## src/rtl/spi_mem_loader.sv

```systemverilog
// spi_mem_loader: serial frame loader for the instruction and data caches.
// A frame is {cmd, addr, data}, sent MSB first with one bit per clk cycle
// while one chip select is low. Writes go out as a one-cycle strobe. Reads
// from the data cache are returned on miso during the data slots.
// Ports:
//   clk, rst         clock, synchronous active-high reset
//   cs_i_n, cs_d_n   instruction / data cache chip selects (active low)
//   mosi, miso       serial in / serial read data out
//   proc_en          processor running: frames are refused or aborted
//   rd_addr_o        data-cache read address
//   rd_data_i        data-cache combinational read data
//   wr_en_o          write strobe, with wr_tgt_o / wr_addr_o / wr_data_o
//   busy_o           high whenever the loader is not idle
//   frame_err_o      one-cycle pulse for each discarded frame
//   wr_cnt_o         committed write counter (wraps)
module spi_mem_loader #(
  parameter int unsigned DATA_W  = 8,
  parameter int unsigned ADDR_W  = 4,
  parameter int unsigned D_DEPTH = 15,
  parameter int unsigned CNT_W   = 8
) (
  input  logic              clk,
  input  logic              rst,
  input  logic              cs_i_n,
  input  logic              cs_d_n,
  input  logic              mosi,
  input  logic              proc_en,
  output logic              miso,
  output logic [ADDR_W-1:0] rd_addr_o,
  input  logic [DATA_W-1:0] rd_data_i,
  output logic              wr_en_o,
  output logic              wr_tgt_o,
  output logic [ADDR_W-1:0] wr_addr_o,
  output logic [DATA_W-1:0] wr_data_o,
  output logic              busy_o,
  output logic              frame_err_o,
  output logic [CNT_W-1:0]  wr_cnt_o
);

  localparam int unsigned FRAME_W = 1 + ADDR_W + DATA_W;
  localparam int unsigned PAY_W   = ADDR_W + DATA_W;
  localparam int unsigned BIT_W   = $clog2(FRAME_W + 1);
  localparam int unsigned SLOT0   = 1 + ADDR_W;

  localparam logic [1:0] IDLE    = 2'd0;
  localparam logic [1:0] SHIFT   = 2'd1;
  localparam logic [1:0] COMMIT  = 2'd2;
  localparam logic [1:0] WAIT_CS = 2'd3;

  logic [1:0]        state;
  logic [1:0]        state_nxt;
  logic [BIT_W-1:0]  bit_cnt;
  logic [PAY_W-2:0]  sr;
  logic              cmd_rd;
  logic [DATA_W-1:0] out_sr;

  logic              sel_ok;
  logic              frame_start;
  logic              idle_clash;
  logic              shift_en;
  logic              frame_abort;
  logic              frame_done;
  logic [PAY_W-1:0]  frame_nxt;
  logic [ADDR_W-1:0] nxt_addr;
  logic [DATA_W-1:0] nxt_data;
  logic              range_bad;
  logic              commit_wr;
  logic              commit_bad;
  logic              rd_active;
  logic              slot0;
  logic              in_slots;
  logic              addr_last;

  // Next state and per-cycle frame events
  always_comb begin
    state_nxt   = state;
    frame_start = 1'b0;
    idle_clash  = 1'b0;
    shift_en    = 1'b0;
    frame_abort = 1'b0;
    frame_done  = 1'b0;
    // Transfer continues only while the latched select alone is low
    sel_ok = wr_tgt_o ? (!cs_d_n && cs_i_n && !proc_en)
                      : (!cs_i_n && cs_d_n && !proc_en);
    case (state)
      IDLE: begin
        if (!proc_en) begin
          if (!cs_i_n && !cs_d_n) begin
            idle_clash = 1'b1;
            state_nxt  = WAIT_CS;
          end else if (cs_i_n != cs_d_n) begin
            frame_start = 1'b1;
            state_nxt   = SHIFT;
          end
        end
      end
      SHIFT: begin
        if (sel_ok) begin
          shift_en = 1'b1;
          if (bit_cnt == BIT_W'(FRAME_W - 1)) begin
            frame_done = 1'b1;
            state_nxt  = COMMIT;
          end
        end else begin
          frame_abort = 1'b1;
          state_nxt   = WAIT_CS;
        end
      end
      COMMIT:  state_nxt = WAIT_CS;
      WAIT_CS: if (cs_i_n && cs_d_n) state_nxt = IDLE;
      default: state_nxt = IDLE;
    endcase
  end

  // Frame decode: fields as they will stand once this cycle's bit is in
  always_comb begin
    frame_nxt  = {sr, mosi};
    nxt_addr   = frame_nxt[PAY_W-1 -: ADDR_W];
    nxt_data   = frame_nxt[DATA_W-1:0];
    range_bad  = wr_tgt_o && (32'(nxt_addr) >= D_DEPTH);
    commit_wr  = frame_done && !cmd_rd && !range_bad;
    commit_bad = frame_done && !cmd_rd && range_bad;
    rd_active  = (state == SHIFT) && cmd_rd && wr_tgt_o;
    addr_last  = rd_active && shift_en && (bit_cnt == BIT_W'(SLOT0 - 1));
    slot0      = rd_active && sel_ok && (bit_cnt == BIT_W'(SLOT0));
    in_slots   = rd_active && sel_ok && (bit_cnt >= BIT_W'(SLOT0));
  end

  // Slot 0 comes straight from the cache; later slots from the shift register
  always_comb begin
    miso = 1'b0;
    if (slot0)         miso = rd_data_i[DATA_W-1];
    else if (in_slots) miso = out_sr[DATA_W-1];
  end

  // State register and datapath
  always_ff @(posedge clk) begin
    if (rst) begin
      state       <= IDLE;
      bit_cnt     <= '0;
      sr          <= '0;
      cmd_rd      <= 1'b0;
      out_sr      <= '0;
      rd_addr_o   <= '0;
      wr_en_o     <= 1'b0;
      wr_tgt_o    <= 1'b0;
      wr_addr_o   <= '0;
      wr_data_o   <= '0;
      busy_o      <= 1'b0;
      frame_err_o <= 1'b0;
      wr_cnt_o    <= '0;
    end else begin
      state       <= state_nxt;
      busy_o      <= (state_nxt != IDLE);
      frame_err_o <= idle_clash | frame_abort | commit_bad;
      wr_en_o     <= commit_wr;

      if (frame_start) begin
        sr       <= '0;
        cmd_rd   <= mosi;
        wr_tgt_o <= cs_i_n;
        bit_cnt  <= BIT_W'(1);
      end else if (shift_en) begin
        sr      <= frame_nxt[PAY_W-2:0];
        bit_cnt <= bit_cnt + BIT_W'(1);
      end

      if (commit_wr) begin
        wr_addr_o <= nxt_addr;
        wr_data_o <= nxt_data;
      end

      if (addr_last) rd_addr_o <= frame_nxt[ADDR_W-1:0];

      if (slot0)         out_sr <= {rd_data_i[DATA_W-2:0], 1'b0};
      else if (in_slots) out_sr <= {out_sr[DATA_W-2:0], 1'b0};

      // Count lands on the edge that ends the strobe cycle
      if ((state == COMMIT) && wr_en_o) wr_cnt_o <= wr_cnt_o + CNT_W'(1);
    end
  end

endmodule

```

## config.mk

```make
export PLATFORM = sky130hd
export DESIGN_NAME = spi_mem_loader
export DESIGN_NICKNAME = d
export VERILOG_FILES = /design/src/rtl/spi_mem_loader.sv
export SDC_FILE = /design/constraint.sdc
export NUM_CORES = 1
export LEC_CHECK = 0
export ABC_AREA = 1
export CAP_MARGIN = 20
export CELL_PAD_IN_SITES_DETAIL_PLACEMENT = 2
export CELL_PAD_IN_SITES_GLOBAL_PLACEMENT = 2
export CORE_MARGIN = 3
export CORE_UTILIZATION = 29
export DETAILED_ROUTE_END_ITERATION = 6
export PLACE_DENSITY = 0.75
export SLEW_MARGIN = 20
export SYNTH_ARGS = -nofsm -noshare
export SYNTH_HDL_FRONTEND = slang
export SYNTH_SLANG_ARGS = --single-unit
export TNS_END_PERCENT = 50
```

## constraint.sdc

```tcl
create_clock -name clk -period 2 [get_ports clk]
set_clock_uncertainty 0.05 [all_clocks]
set_input_delay 0.4 -clock clk [delete_from_list [all_inputs] [get_ports clk]]
set_output_delay 0.4 -clock clk [all_outputs]
set_load 0.02 [all_outputs]
```

==> results.md, run 1 <==
- The residual DRC count is 0.
- Counting along the longest clock path gives a buffer depth of 2.
- The global placement routability congestion is around 0.81.
- The core region is around 8500 um2.
- The total length of routed wires is 8855 um.
- The number of cells in the finished layout apart from fillers is 575.
- Yosys mapped the design onto 26 distinct sky130hd cell types.
- The top-level port count is 43.
- The number of antenna cells inserted is 0.
- The number of clock sinks is 53.
- The worst hold path belongs to the class flop to flop.
- Summed over all cells, the static leakage comes to ~0.0016 uW.
- STA classifies the critical path endpoint as an output pin.
- The core utilization of the finished layout is 0.4316.
- Synthesis produced a netlist with a net count of 403.
- The insertion delay to the later sink of the worst-skew pair is 310 ps.
- The routed layout has around 2700 vias.
- The die is around 100 um tall.
- The tree is rooted in a sky130_fd_sc_hd__clkbuf_8.
- Counting flops and latches in the post-synthesis netlist gives 53.
- In the layout the commonest cells are sky130_fd_sc_hd__nand2_1 (112), sky130_fd_sc_hd__inv_1 (62), sky130_fd_sc_hd__dfxtp_1 (50).
- The mean routed wirelength per cell is about 15 um.
- The post-synthesis instance area is around 2600 um2.
- For this design, the CTS-stage hold fixing added 0 buffers.
- The top-area cell type share of the netlist area is 0.4093.
- The data required time of the worst path is 1550 ps.
- For the pin with the worst max-slew slack, the measured transition is ~350 ps.
- The share of cells above drive strength 1 is 0.2085.
- The row count is 33.
- The most common cell after layout, fill and taps aside is sky130_fd_sc_hd__nand2_1.
- Setup violations remaining at the end of the flow were counted as 0.
- The Yosys step of the flow raised 0 warnings.
- The total power is 2042 uW.
- Setup slack closes at 33.56 ps.
- For this run, the detailed router's first-pass iteration total came to 4.
- Buffers placed on the I/O ports in this run total 42.
- The DRC violation total after the first TritonRoute iteration is between 60 and 70.
- The parity-gate share of the synthesized area counting xor and xnor cells is 0.01014.
- The headroom to the max-slew limit is 0.7675.
- The cell count after synthesis is 381.
- The via count of the first global-routing pass is just under 3000.
- The worst setup path is launched from a flop.
- The worst setup timing slack at the placement stage is -889.9 ps.
- Setup repair after global routing could not meet its margin everywhere.
- The fraction of the mapped netlist area in compound gates came to 0.08977.
- Buffers inserted during clock tree synthesis total 5.
- The maximum clock frequency is between 500 and 600 MHz.
- Summed over all instances, the cell type with the most area after synthesis is sky130_fd_sc_hd__dfxtp_1.
- The cell count after placement is 556.
- The count of nets left with antenna violations once routing finished came out at 0.
- The run finished with clean final reports.
- The max-capacitance violation count is 0.
- Across every metal layer, demand over resource in global routing totals 0.1775.
- The starting density of the core is 0.3063.
- After the last flow step, the layout net total stands at approximately 500.
- The total count of max-transition violations in the final report came to 0.
- The detailed-route vias per instance is about 4.6.
- The area fraction in and, or, nand and nor cells after synthesis is 0.3234.
- In this run the mean area of a mapped cell was between 6 and 7 um2.
- Of all nets on the critical path, the largest fanout is 2.
- After clock tree synthesis, the clock-pin slew on the worst setup and hold paths is 100 ps.
- Dividing total power by cell area gives a power density of ~560 nW/um2.
- Across the VDD grid, the largest voltage drop is about 210 uV.
- By area, the combinational part of the netlist is dominated by simple AND/OR/NAND/NOR gates.
- Yosys attributes the largest share of cell area to sky130_fd_sc_hd__dfxtp_1 (41%), sky130_fd_sc_hd__nand2_1 (17%), sky130_fd_sc_hd__inv_1 (11%).
- The floorplan die width is about 100 um.
- The final number of hold-violating endpoints is 0.
- The remaining global-route overflow is 0.
- The number of antenna violations at the first check in global routing came to 0.
- The placed wire-length estimate is around 6500 um.
- Of the synthesized area, sequential elements account for 0.4093.
- The floorplan step defined a die boundary enclosing roughly 10000 um2.
- The critical path in this run is classified as flop to output pin.
- Of the total synthesized cell area, the portion taken by full adders, half adders and majority gates is 0.03861.
- The part of the cycle the worst path needs is 0.9832.
- TritonCTS built the clock tree.
- The pin count of the biggest net entering global routing is 25.
- The H-tree level count is 2.
- The synthesis-to-finish area growth is 40.93%.
- The arrival time at the worst endpoint is 1520 ps.
- The first-pass GRT wire length is around 14000 um.
- The multiplexer area fraction after synthesis is 0.
- The clock period minus final worst setup slack is slightly below 2000 ps.
[Yosys cell counts]
cell and n:
sky130_fd_sc_hd__a21oi_1 35, sky130_fd_sc_hd__buf_6 1, sky130_fd_sc_hd__nand3b_1 5, sky130_fd_sc_hd__buf_2 3, sky130_fd_sc_hd__nand3_2 2, sky130_fd_sc_hd__nor2_4 2
sky130_fd_sc_hd__ha_1 8, sky130_fd_sc_hd__nand3_1 14, sky130_fd_sc_hd__xor2_1 3, sky130_fd_sc_hd__dfxtp_1 53, sky130_fd_sc_hd__nor2_1 25, sky130_fd_sc_hd__buf_4 2
sky130_fd_sc_hd__inv_2 1, sky130_fd_sc_hd__nor2_2 2, sky130_fd_sc_hd__nand4_4 1, sky130_fd_sc_hd__nand2_2 2, sky130_fd_sc_hd__clkbuf_1 3, sky130_fd_sc_hd__nand2_1 116
sky130_fd_sc_hd__nor3b_1 1, sky130_fd_sc_hd__or2_2 6, sky130_fd_sc_hd__nor3_1 1, sky130_fd_sc_hd__clkinv_1 1, sky130_fd_sc_hd__o21ai_0 10, sky130_fd_sc_hd__a21boi_0 1
sky130_fd_sc_hd__inv_1 73, sky130_fd_sc_hd__nand4_1 10
[flip-flops by register name, indices dropped and copies added (netlist names), 2 cells and up]
| register | cells |
|---|---|
| wr_data_o | 8 |
| wr_cnt_o | 8 |
| wr_addr_o | 4 |
| out_sr | 7 |
| rd_addr_o | 4 |
| sr | 11 |
| bit_cnt | 4 |
| state | 2 |
[metrics by stage]
step	cell area (um2)	hold WS (ps)	setup TNS, ps
6_report	3654	435.6	0
5_1_grt	3654	470.2	-30.17
4_1_cts	3576	434.3	-19.24
3_5_place_dp	3395	419.3	-10740
3_3_place_gp	3395	401.9	-5945
2_1_floorplan	2592	395.3	0
[kinds of logic after synthesis]
| group | count (synthesis) |
|---|---|
| compound gates | 46 |
| xor+xnor | 3 |
| fa+ha+maj | 8 |
| buf+inv | 84 |
| flops | 53 |
| simple gates | 187 |
[worst max-delay path, cell delays in order, from the launching register on]
cell and delay, ps:
sky130_fd_sc_hd__dfxtp_2 350, sky130_fd_sc_hd__inv_4 80, sky130_fd_sc_hd__ha_4 140, sky130_fd_sc_hd__inv_2 40
sky130_fd_sc_hd__nor2_4 130, sky130_fd_sc_hd__nand3_2 110, sky130_fd_sc_hd__inv_2 90, sky130_fd_sc_hd__nand2_2 60
sky130_fd_sc_hd__o21ai_2 80, sky130_fd_sc_hd__buf_6 140
[layer usage]
layer  vias to the layer above  global-route usage  wire, um
met5                         -                   0         0
met4                         0             0.04767        65
met3                         6             0.02284       182
met2                        27              0.3287      4677
met1                      1292              0.2142      3931
li1                       1336                   -         -
[path summary, 6_finish.rpt]
path	depth (start not counted)	start	endpoint	slack [ps]
setup reg to reg	13	bit_cnt[1]	out_sr[7]	130
setup / recovery	9	bit_cnt[1]	miso	30
hold reg to reg	2	sr[6]	sr[6]	440
hold / removal	2	sr[6]	sr[6]	440
[power breakdown]
group	internal (uW)	switching, uW	leakage, uW
Clock	251	386	0.0000456
Sequential	1070	16.7	0.000430
Combinational	143	171	0.00112
[area by class of cell]
type                       count  area, um2
sequential                    53       1067
inverter                      75      289.0
clock buffer                   6      72.57
multi-input combinational    244       1274
timing repair buffer          90      805.8
clock inverter                 2      13.76
fill                         993       4811
tap                          105      131.4
[what timing repair did]
action,in CTS,in global routing
buffers inserted,6,5
resized for setup,30,19
pin swaps,4,7
setup endpoints to repair,5,2
No activity file was read; power rests on OpenSTA's default activity.
==> run 2: changes to the inputs <==
--- a/config.mk
+++ b/config.mk
@@ -12,8 +12,8 @@
 export CORE_MARGIN = 3
 export CORE_UTILIZATION = 29
 export DETAILED_ROUTE_END_ITERATION = 6
+export GPL_ROUTABILITY_DRIVEN = 0
 export PLACE_DENSITY = 0.75
-export SLEW_MARGIN = 20
 export SYNTH_ARGS = -nofsm -noshare
 export SYNTH_HDL_FRONTEND = slang
 export SYNTH_SLANG_ARGS = --single-unit
==> results of run 2 <==
No change in the layout: final DEF, timing and power equal those of run 1.
